File: src/rtl/bcd_pkg.sv
// Shared definitions for the sequential binary-to-BCD converter.
// Holds the FSM state encoding, the digit constants, and the helper that the
// top uses to reject a digit count that is too small for the input width.
package bcd_pkg;

  localparam int DIGIT_W   = 4;
  localparam int MAX_DIGIT = 9;

  typedef enum logic [1:0] {
    IDLE   = 2'd0,
    SHIFT  = 2'd1,
    STREAM = 2'd2,
    DONE   = 2'd3
  } state_t;

  // Smallest digit count whose decimal range covers 2^width - 1.
  function automatic int min_ndig(input int width);
    longint max_val;
    longint pow10;
    int     n;
    max_val = (longint'(1) << width) - 1;
    pow10   = 10;
    n       = 1;
    for (int i = 0; i < 8; i++) begin
      if (pow10 <= max_val) begin
        n     = n + 1;
        pow10 = pow10 * 10;
      end
    end
    return n;
  endfunction

endpackage

File: src/rtl/bcd_adjust_digit.sv
// Double-dabble correction for one BCD digit: add 3 when the digit is 5 or
// more, so that the following left shift carries correctly into the next
// decade. The 4-bit sum never carries out for inputs 0..9.
module bcd_adjust_digit
  import bcd_pkg::*;
(
  input  logic [DIGIT_W-1:0] digit_in,
  output logic [DIGIT_W-1:0] digit_out
);

  // Conditional +3 correction.
  always_comb begin
    digit_out = digit_in;
    if (digit_in >= DIGIT_W'(5)) digit_out = digit_in + DIGIT_W'(3);
  end

endmodule

File: src/rtl/bin_to_bcd_seq.sv
// Sequential double-dabble converter: unsigned WIDTH-bit binary in, NDIG
// packed BCD digits out, one shift-and-adjust step per clock. Valid/ready on
// both the input and the result side.
//
// Optional feature macro: BCD_DIGIT_STREAM_EN
//   defined   - after conversion the digits are streamed LSD first on
//               DIGIT_OUT/DIGIT_VALID/DIGIT_LAST with DIGIT_READY back-pressure
//               before the packed result is offered.
//   undefined - SHIFT goes straight to DONE; DIGIT_* outputs are tied to 0 and
//               DIGIT_READY is ignored. Port list is identical in both builds.
//
// state  | meaning
// IDLE   | waiting for IN_VALID, IN_READY high
// SHIFT  | one adjust+shift step per clock, WIDTH steps total
// STREAM | presenting digit[idx] to the downstream Excess-3 stage
// DONE   | OUT_VALID high, holding BCD_OUT until OUT_READY
module bin_to_bcd_seq
  import bcd_pkg::*;
#(
  parameter int WIDTH = 8,
  parameter int NDIG  = 3
) (
  input  logic                  clk,
  input  logic                  rst,
  input  logic [WIDTH-1:0]      B_IN,
  input  logic                  IN_VALID,
  output logic                  IN_READY,
  output logic [4*NDIG-1:0]     BCD_OUT,
  output logic                  OUT_VALID,
  input  logic                  OUT_READY,
  output logic [3:0]            DIGIT_OUT,
  output logic                  DIGIT_VALID,
  output logic                  DIGIT_LAST,
  input  logic                  DIGIT_READY
);

  localparam int BCD_W = DIGIT_W * NDIG;
  localparam int SR_W  = BCD_W + WIDTH;
  localparam int CNT_W = $clog2(WIDTH + 1);

  if (WIDTH < 4 || WIDTH > 16) begin : g_bad_width
    $error("bin_to_bcd_seq: WIDTH must be in 4..16");
  end
  if (NDIG < min_ndig(WIDTH)) begin : g_bad_ndig
    $error("bin_to_bcd_seq: NDIG too small to hold 2^WIDTH-1");
  end

  state_t            state;
  logic [SR_W-1:0]   sreg;
  logic [SR_W-1:0]   sreg_shl;
  logic [BCD_W-1:0]  adj_bcd;
  logic [CNT_W-1:0]  cnt;

  for (genvar g = 0; g < NDIG; g++) begin : g_adj
    bcd_adjust_digit u_adj (
      .digit_in  (sreg[WIDTH + g*DIGIT_W +: DIGIT_W]),
      .digit_out (adj_bcd[g*DIGIT_W +: DIGIT_W])
    );
  end

  // Adjusted BCD field followed by the remaining binary bits, shifted left by one.
  assign sreg_shl = {adj_bcd[BCD_W-2:0], sreg[WIDTH-1:0], 1'b0};

`ifdef BCD_DIGIT_STREAM_EN
  localparam int IDX_W = $clog2(NDIG + 1);

  logic [IDX_W-1:0] idx;
  logic [IDX_W-1:0] idx_nxt;

  assign idx_nxt = idx + 1'b1;

  // Conversion FSM with registered handshake and digit-stream outputs.
  always_ff @(posedge clk) begin
    if (rst) begin
      state       <= IDLE;
      sreg        <= '0;
      cnt         <= '0;
      idx         <= '0;
      IN_READY    <= 1'b1;
      OUT_VALID   <= 1'b0;
      BCD_OUT     <= '0;
      DIGIT_OUT   <= '0;
      DIGIT_VALID <= 1'b0;
      DIGIT_LAST  <= 1'b0;
    end else begin
      case (state)
        IDLE: begin
          if (IN_VALID) begin
            sreg     <= {{BCD_W{1'b0}}, B_IN};
            cnt      <= CNT_W'(WIDTH);
            IN_READY <= 1'b0;
            state    <= SHIFT;
          end
        end
        SHIFT: begin
          sreg <= sreg_shl;
          cnt  <= cnt - 1'b1;
          if (cnt == CNT_W'(1)) begin
            BCD_OUT     <= sreg_shl[WIDTH +: BCD_W];
            DIGIT_OUT   <= sreg_shl[WIDTH +: DIGIT_W];
            DIGIT_VALID <= 1'b1;
            DIGIT_LAST  <= (NDIG == 1);
            idx         <= '0;
            state       <= STREAM;
          end
        end
        STREAM: begin
          if (DIGIT_READY) begin
            if (idx == IDX_W'(NDIG - 1)) begin
              DIGIT_OUT   <= '0;
              DIGIT_VALID <= 1'b0;
              DIGIT_LAST  <= 1'b0;
              idx         <= '0;
              OUT_VALID   <= 1'b1;
              state       <= DONE;
            end else begin
              idx        <= idx_nxt;
              DIGIT_OUT  <= BCD_OUT[idx_nxt*DIGIT_W +: DIGIT_W];
              DIGIT_LAST <= (idx_nxt == IDX_W'(NDIG - 1));
            end
          end
        end
        DONE: begin
          if (OUT_READY) begin
            OUT_VALID <= 1'b0;
            IN_READY  <= 1'b1;
            state     <= IDLE;
          end
        end
        default: state <= IDLE;
      endcase
    end
  end
`else
  logic unused_digit_ready;

  assign unused_digit_ready = DIGIT_READY;
  assign DIGIT_OUT          = '0;
  assign DIGIT_VALID        = 1'b0;
  assign DIGIT_LAST         = 1'b0;

  // Conversion FSM with registered handshake outputs; no digit streaming.
  always_ff @(posedge clk) begin
    if (rst) begin
      state     <= IDLE;
      sreg      <= '0;
      cnt       <= '0;
      IN_READY  <= 1'b1;
      OUT_VALID <= 1'b0;
      BCD_OUT   <= '0;
    end else begin
      case (state)
        IDLE: begin
          if (IN_VALID) begin
            sreg     <= {{BCD_W{1'b0}}, B_IN};
            cnt      <= CNT_W'(WIDTH);
            IN_READY <= 1'b0;
            state    <= SHIFT;
          end
        end
        SHIFT: begin
          sreg <= sreg_shl;
          cnt  <= cnt - 1'b1;
          if (cnt == CNT_W'(1)) begin
            BCD_OUT   <= sreg_shl[WIDTH +: BCD_W];
            OUT_VALID <= 1'b1;
            state     <= DONE;
          end
        end
        DONE: begin
          if (OUT_READY) begin
            OUT_VALID <= 1'b0;
            IN_READY  <= 1'b1;
            state     <= IDLE;
          end
        end
        default: state <= IDLE;
      endcase
    end
  end
`endif

endmodule

File: config.mk
export PLATFORM = sky130hd
export DESIGN_NAME = bin_to_bcd_seq
export DESIGN_NICKNAME = d
export VERILOG_FILES = /design/src/rtl/bcd_pkg.sv /design/src/rtl/bcd_adjust_digit.sv /design/src/rtl/bin_to_bcd_seq.sv
export SDC_FILE = /design/constraint.sdc
export NUM_CORES = 1
export LEC_CHECK = 0
export ABC_AREA = 1
export CORE_ASPECT_RATIO = 0.8
export CORE_MARGIN = 4
export CORE_UTILIZATION = 53
export DETAILED_ROUTE_END_ITERATION = 10
export GPL_ROUTABILITY_DRIVEN = 0
export PLACE_DENSITY = 0.9
export SYNTH_ARGS = -nofsm -noshare
export SYNTH_HDL_FRONTEND = slang
export SYNTH_HIERARCHICAL = 1
export SYNTH_SLANG_ARGS = --single-unit
File: constraint.sdc
create_clock -name clk -period 1.8 [get_ports clk]
set_clock_uncertainty 0.05 [all_clocks]
set_input_delay 0.36 -clock clk [delete_from_list [all_inputs] [get_ports clk]]
set_output_delay 0.36 -clock clk [all_outputs]
set_load 0.05 [all_outputs]
Yosys cells after proc, flatten, opt, wreduce, memory -nomap -nowiden
Index checks and enable logic that the tools add are counted.
W data, S select, Z words.
- register bits: 40
- input port bits: 13
- output and inout bits: 20
- word-level logic and storage cells: 45
- add/subtract/negate cells: 4
- $lt $le $gt $ge: 3
- equal/unequal tests: 6
- multiplexer cells: 17
- reductions and logical operators: 9
- operator list (kind ; number):
    $pmux W20 S2 ; 1
    $mux W20 ; 1
    $ge A4 B3 Y1 const B ; 3
    $mux W4 ; 3
    $reduce_and A3 Y1 ; 3
    $add A4 B2 Y4 const B ; 2
    $pmux W4 S2 ; 1
    $mux W2 ; 3
    $ne A2 B2 Y1 const B ; 3
    $pmux W2 S3 ; 1
    $reduce_bool A2 Y1 ; 3
    $eq A4 B1 Y1 const B ; 1
    $mux W1 ; 4
    $pmux W1 S2 ; 2
    $reduce_and A2 Y1 ; 2
    $sub A4 B1 Y4 const B ; 1
    $add A3 B2 Y3 const B ; 1
    $mux W3 ; 1
    $eq A2 B1 Y1 const B ; 1
    $eq A2 B2 Y1 const B ; 1
    $logic_not A2 Y1 ; 1

Logic depth before layout (Yosys ltp)
- word-level depth: 3
- depth in mapped cells: 9
- mapped depth without buffers: 9

Hierarchy
The synthesis kept the hierarchy.
- by module, submodules not included (module ; instances ; cells each ; area an instance (µm²) ; seq. area each (µm²)):
    bin_to_bcd_seq ; 1 ; 216 ; 1629.1 ; 800.8
    bcd_adjust_digit ; 3 ; 23 ; 135.1 ; 0.0

Worst setup path after synthesis
Ideal clock, no wire load.
- kind: reg-to-reg
- start point: reg sreg[8]
- end point: reg sreg[10]
- library setup time: 70 ps
- arrival: 1149 ps
- required time: 1680 ps
- path slack: 530 ps
- stages on the path, launching flop included: 8
- buffers on the path: 0
- clock period less this slack: 1270 ps
- path through: dfxtp_1 inv_1 ha_1 nor2_4 nor2_4 o21ai_2 nand2_1 a21oi_1
- longest elaborated chain between the ends: 3
- elaborated cells on any way between the ends: 4
- classes of those cells: add/sub (1); order compare (1); mux (2)
- RTL lines (what ; line ; text):
    from (decl) ; bin_to_bcd_seq.sv:49 ; logic [SR_W-1:0] sreg;
    from (signal assigned) ; bin_to_bcd_seq.sv:155 ; sreg <= {{BCD_W{1'b0}}, B_IN};
    from (signal assigned) ; bin_to_bcd_seq.sv:162 ; sreg <= sreg_shl;
    $add A4 B2 Y4 / $ge A4 B3 Y1 (equally long branches) ; bcd_adjust_digit.sv:14 ; if (digit_in >= DIGIT_W'(5)) digit_out = digit_in + DIGIT_W'(3);
    $mux W4 (*) ; bcd_adjust_digit.sv:14 ;
    net adj_bcd[1] ; bin_to_bcd_seq.sv:51 ; logic [BCD_W-1:0] adj_bcd;
    $pmux W20 S2 (*) ; bin_to_bcd_seq.sv:152 ; case (state)
The timed path passes the listed nets; every way through them passes the cells marked *.
A chain may end at the register's enable or synchronous reset.

Worst setup path in the final report
Ends and elaborated chain as after synthesis.

==> PnR_summary.wiki <==
{| class="wikitable"
! Metric !! Value
|-
| Count of fill cells added during filler insertion || just over 300
|-
| Number of buffers and inverters on the critical path || 1
|-
| Total negative setup slack || 0 ns
|-
| Instance area at placement || about 2200 um^2
|-
| Max-cap violations || 0
|-
| Global-route usage over all layers || 0.172
|-
| WP data arrival || 1.60 ns
|-
| Sinks on the clock net || 40
|-
| Setup Crit Path Kind || reg2reg
|-
| Total power after layout || about 1.9 mW
|-
| Setup Buffers After CTS || 0
|-
| Period utilization || 0.788
|-
| Initial antenna violation count || 0
|-
| Final hold violation count || 0
|-
| WL per Instance || 11.1 um
|-
| Port-buffer cells || 25
|-
| Worst-path clk slew || 0.08 ns
|-
| Min Tclk post-route || 1.42 ns
|-
| Full die area || 4840 um^2
|-
| Wire length of the first global-routing pass || 6870 um
|-
| Antenna Nets Post-Route || 0
|-
| Y dimension of the die || 63.1 um
|-
| Fraction of layout instances using a drive strength above 1 || 0.172
|-
| Pin count of the biggest net entering global routing || 22
|-
| Starting Density || 0.567
|-
| Via count of the first global-routing pass || between 1.5k and 2k
|-
| Post-DP HPWL || 2790 um
|-
| Cell family with most CP delay || flip-flops
|-
| Via count || 1760
|-
| Crit path top cell by count || nor2_4
|-
| Wire length after detailed routing || roughly 3900 um
|-
| Path class of the lowest-slack min-delay path || reg2reg
|-
| Final setup vio count || 0
|-
| Die width || 76.8 um
|-
| Site Rows || 19
|-
| Total count of max-transition violations in the final report || 0
|-
| Post-layout instance area || 2340 um^2
|-
| Via density per instance || 5.03
|-
| Slowest library cell on the worst path || dfxtp_1
|-
| CP peak stage delay || 0.40 ns
|-
| Post-synthesis average cell area || 7.17 um^2
|-
| Area growth from synthesis to final layout || 16.7%
|-
| Leakage power || 0.941 nW
|-
| Clock Latency Late Sink || around 0.29 ns
|-
| Number of antenna repair diodes || 0
|-
| TritonCTS clock tree || done
|-
| Power per unit of standard cell area || 808 nW/um^2
|-
| Number of instances in the synthesized netlist || between 200 and 300
|-
| Final #Nets || 328
|-
| Top fanout value on the critical path || 5
|-
| CTS H-tree lvls || 2
|-
| Unrepaired setup endpoints after global routing || no
|-
| First-pass iteration count of the detailed router || 4
|-
| Most common cell after layout, fill and taps aside || nand2_1
|-
| Post-Synthesis Cell Area || 2010 um^2
|-
| Detailed-route DRC error count || 0
|-
| Post-cts gate resize count || 0
|-
| Most used cells in the layout excluding fill and tap cells || 100 x nand2_1, 40 x dfxtp_1, 39 x a21oi_1, 20 x buf_4, 17 x inv_1
|-
| Count of yosys warnings during synthesis || 6
|-
| CTS buffer count || 5
|-
| CTS root buf || clkbuf_8
|-
| Minimum hold slack || slightly above 0.4 ns
|-
| Number of buffers between clock root and the deepest sink || 2
|-
| Core region area || 3540 um^2
|-
| Crit path required time || 1.98 ns
|-
| Top-Level Pins || 33
|-
| Worst IR drop on VDD || 0.528 mV
|-
| Status || complete, no violations
|-
| Reg-to-reg slack, setup || 0.38 ns
|-
| Category of the worst setup path launch point || flop
|-
| Congestion Overflow GR || 0
|-
| Cells traversed along the worst timing path || inv_1 -> ha_1 -> nor2_4 -> nor2_4 -> o21ai_2 -> nand2_1 -> a21oi_1
|-
| Endpoint kind of the worst setup timing path || flop
|-
| Iteration-0 DRC count of the detailed router || 63
|-
| CTS Hold Buffers Added || 0
|-
| Max Freq || just over 700 MHz
|}
-- cell type report --
cell class                 instances  area, um^2  area share
clock buffer                       6        72.6      0.0310
sequential                        40         801       0.342
clock inverter                     2        35.0      0.0149
timing repair buffer              31         260       0.111
multi-input combinational        205        1030       0.440
inverter                          24        90.1      0.0384
tap                               42        52.6      0.0224
-- tightest hold or removal path, cell delays in order, from the launching register on --
cell and delay [ns]:
dfxtp_1 0.30, inv_1 0.05, a21oi_1 0.05
-- report_power, final --
| group | total, mW | switching, mW | internal [mW] |
|---|---|---|---|
| Combinational | 0.241 | 0.157 | 0.0843 |
| Clock | 0.716 | 0.304 | 0.411 |
| Sequential | 0.937 | 0.0224 | 0.914 |
-- sequential cells by signal, indices dropped and copies added, names as in the netlist --
signal and cells:
BCD_OUT 12, IN_READY 1, OUT_VALID 1, cnt 4, sreg 20, state 2
-- per-stage QoR --
stage / setup WS, ns / util / std cells
CTS: 0.380 / 0.662 / 350
floorplan: 0.530 / - / 285
global placement: 0.195 / 0.631 / 342
finish: 0.382 / 0.662 / 350
detailed placement: 0.160 / 0.631 / 342
global route: 0.230 / 0.662 / 350
-- per-layer routing --
layer | up-vias | part of all wire | global-route usage
li1 | 925 | - | -
met1 | 790 | 0.47 | 0.207
met2 | 36 | 0.47 | 0.289
met3 | 9 | 0.047 | 0.0442
met4 | 0 | 0.017 | 0.0747
met5 | - | 0 | 0
-- worst paths after layout --
path | cells after the start | from | to
max | 7 | sreg[8] | sreg[10]
max reg2reg | 7 | sreg[8] | sreg[10]
min reg2reg | 2 | sreg[3] | sreg[3]
min | 2 | sreg[3] | sreg[3]
No activity file was read; power rests on OpenSTA's default activity.
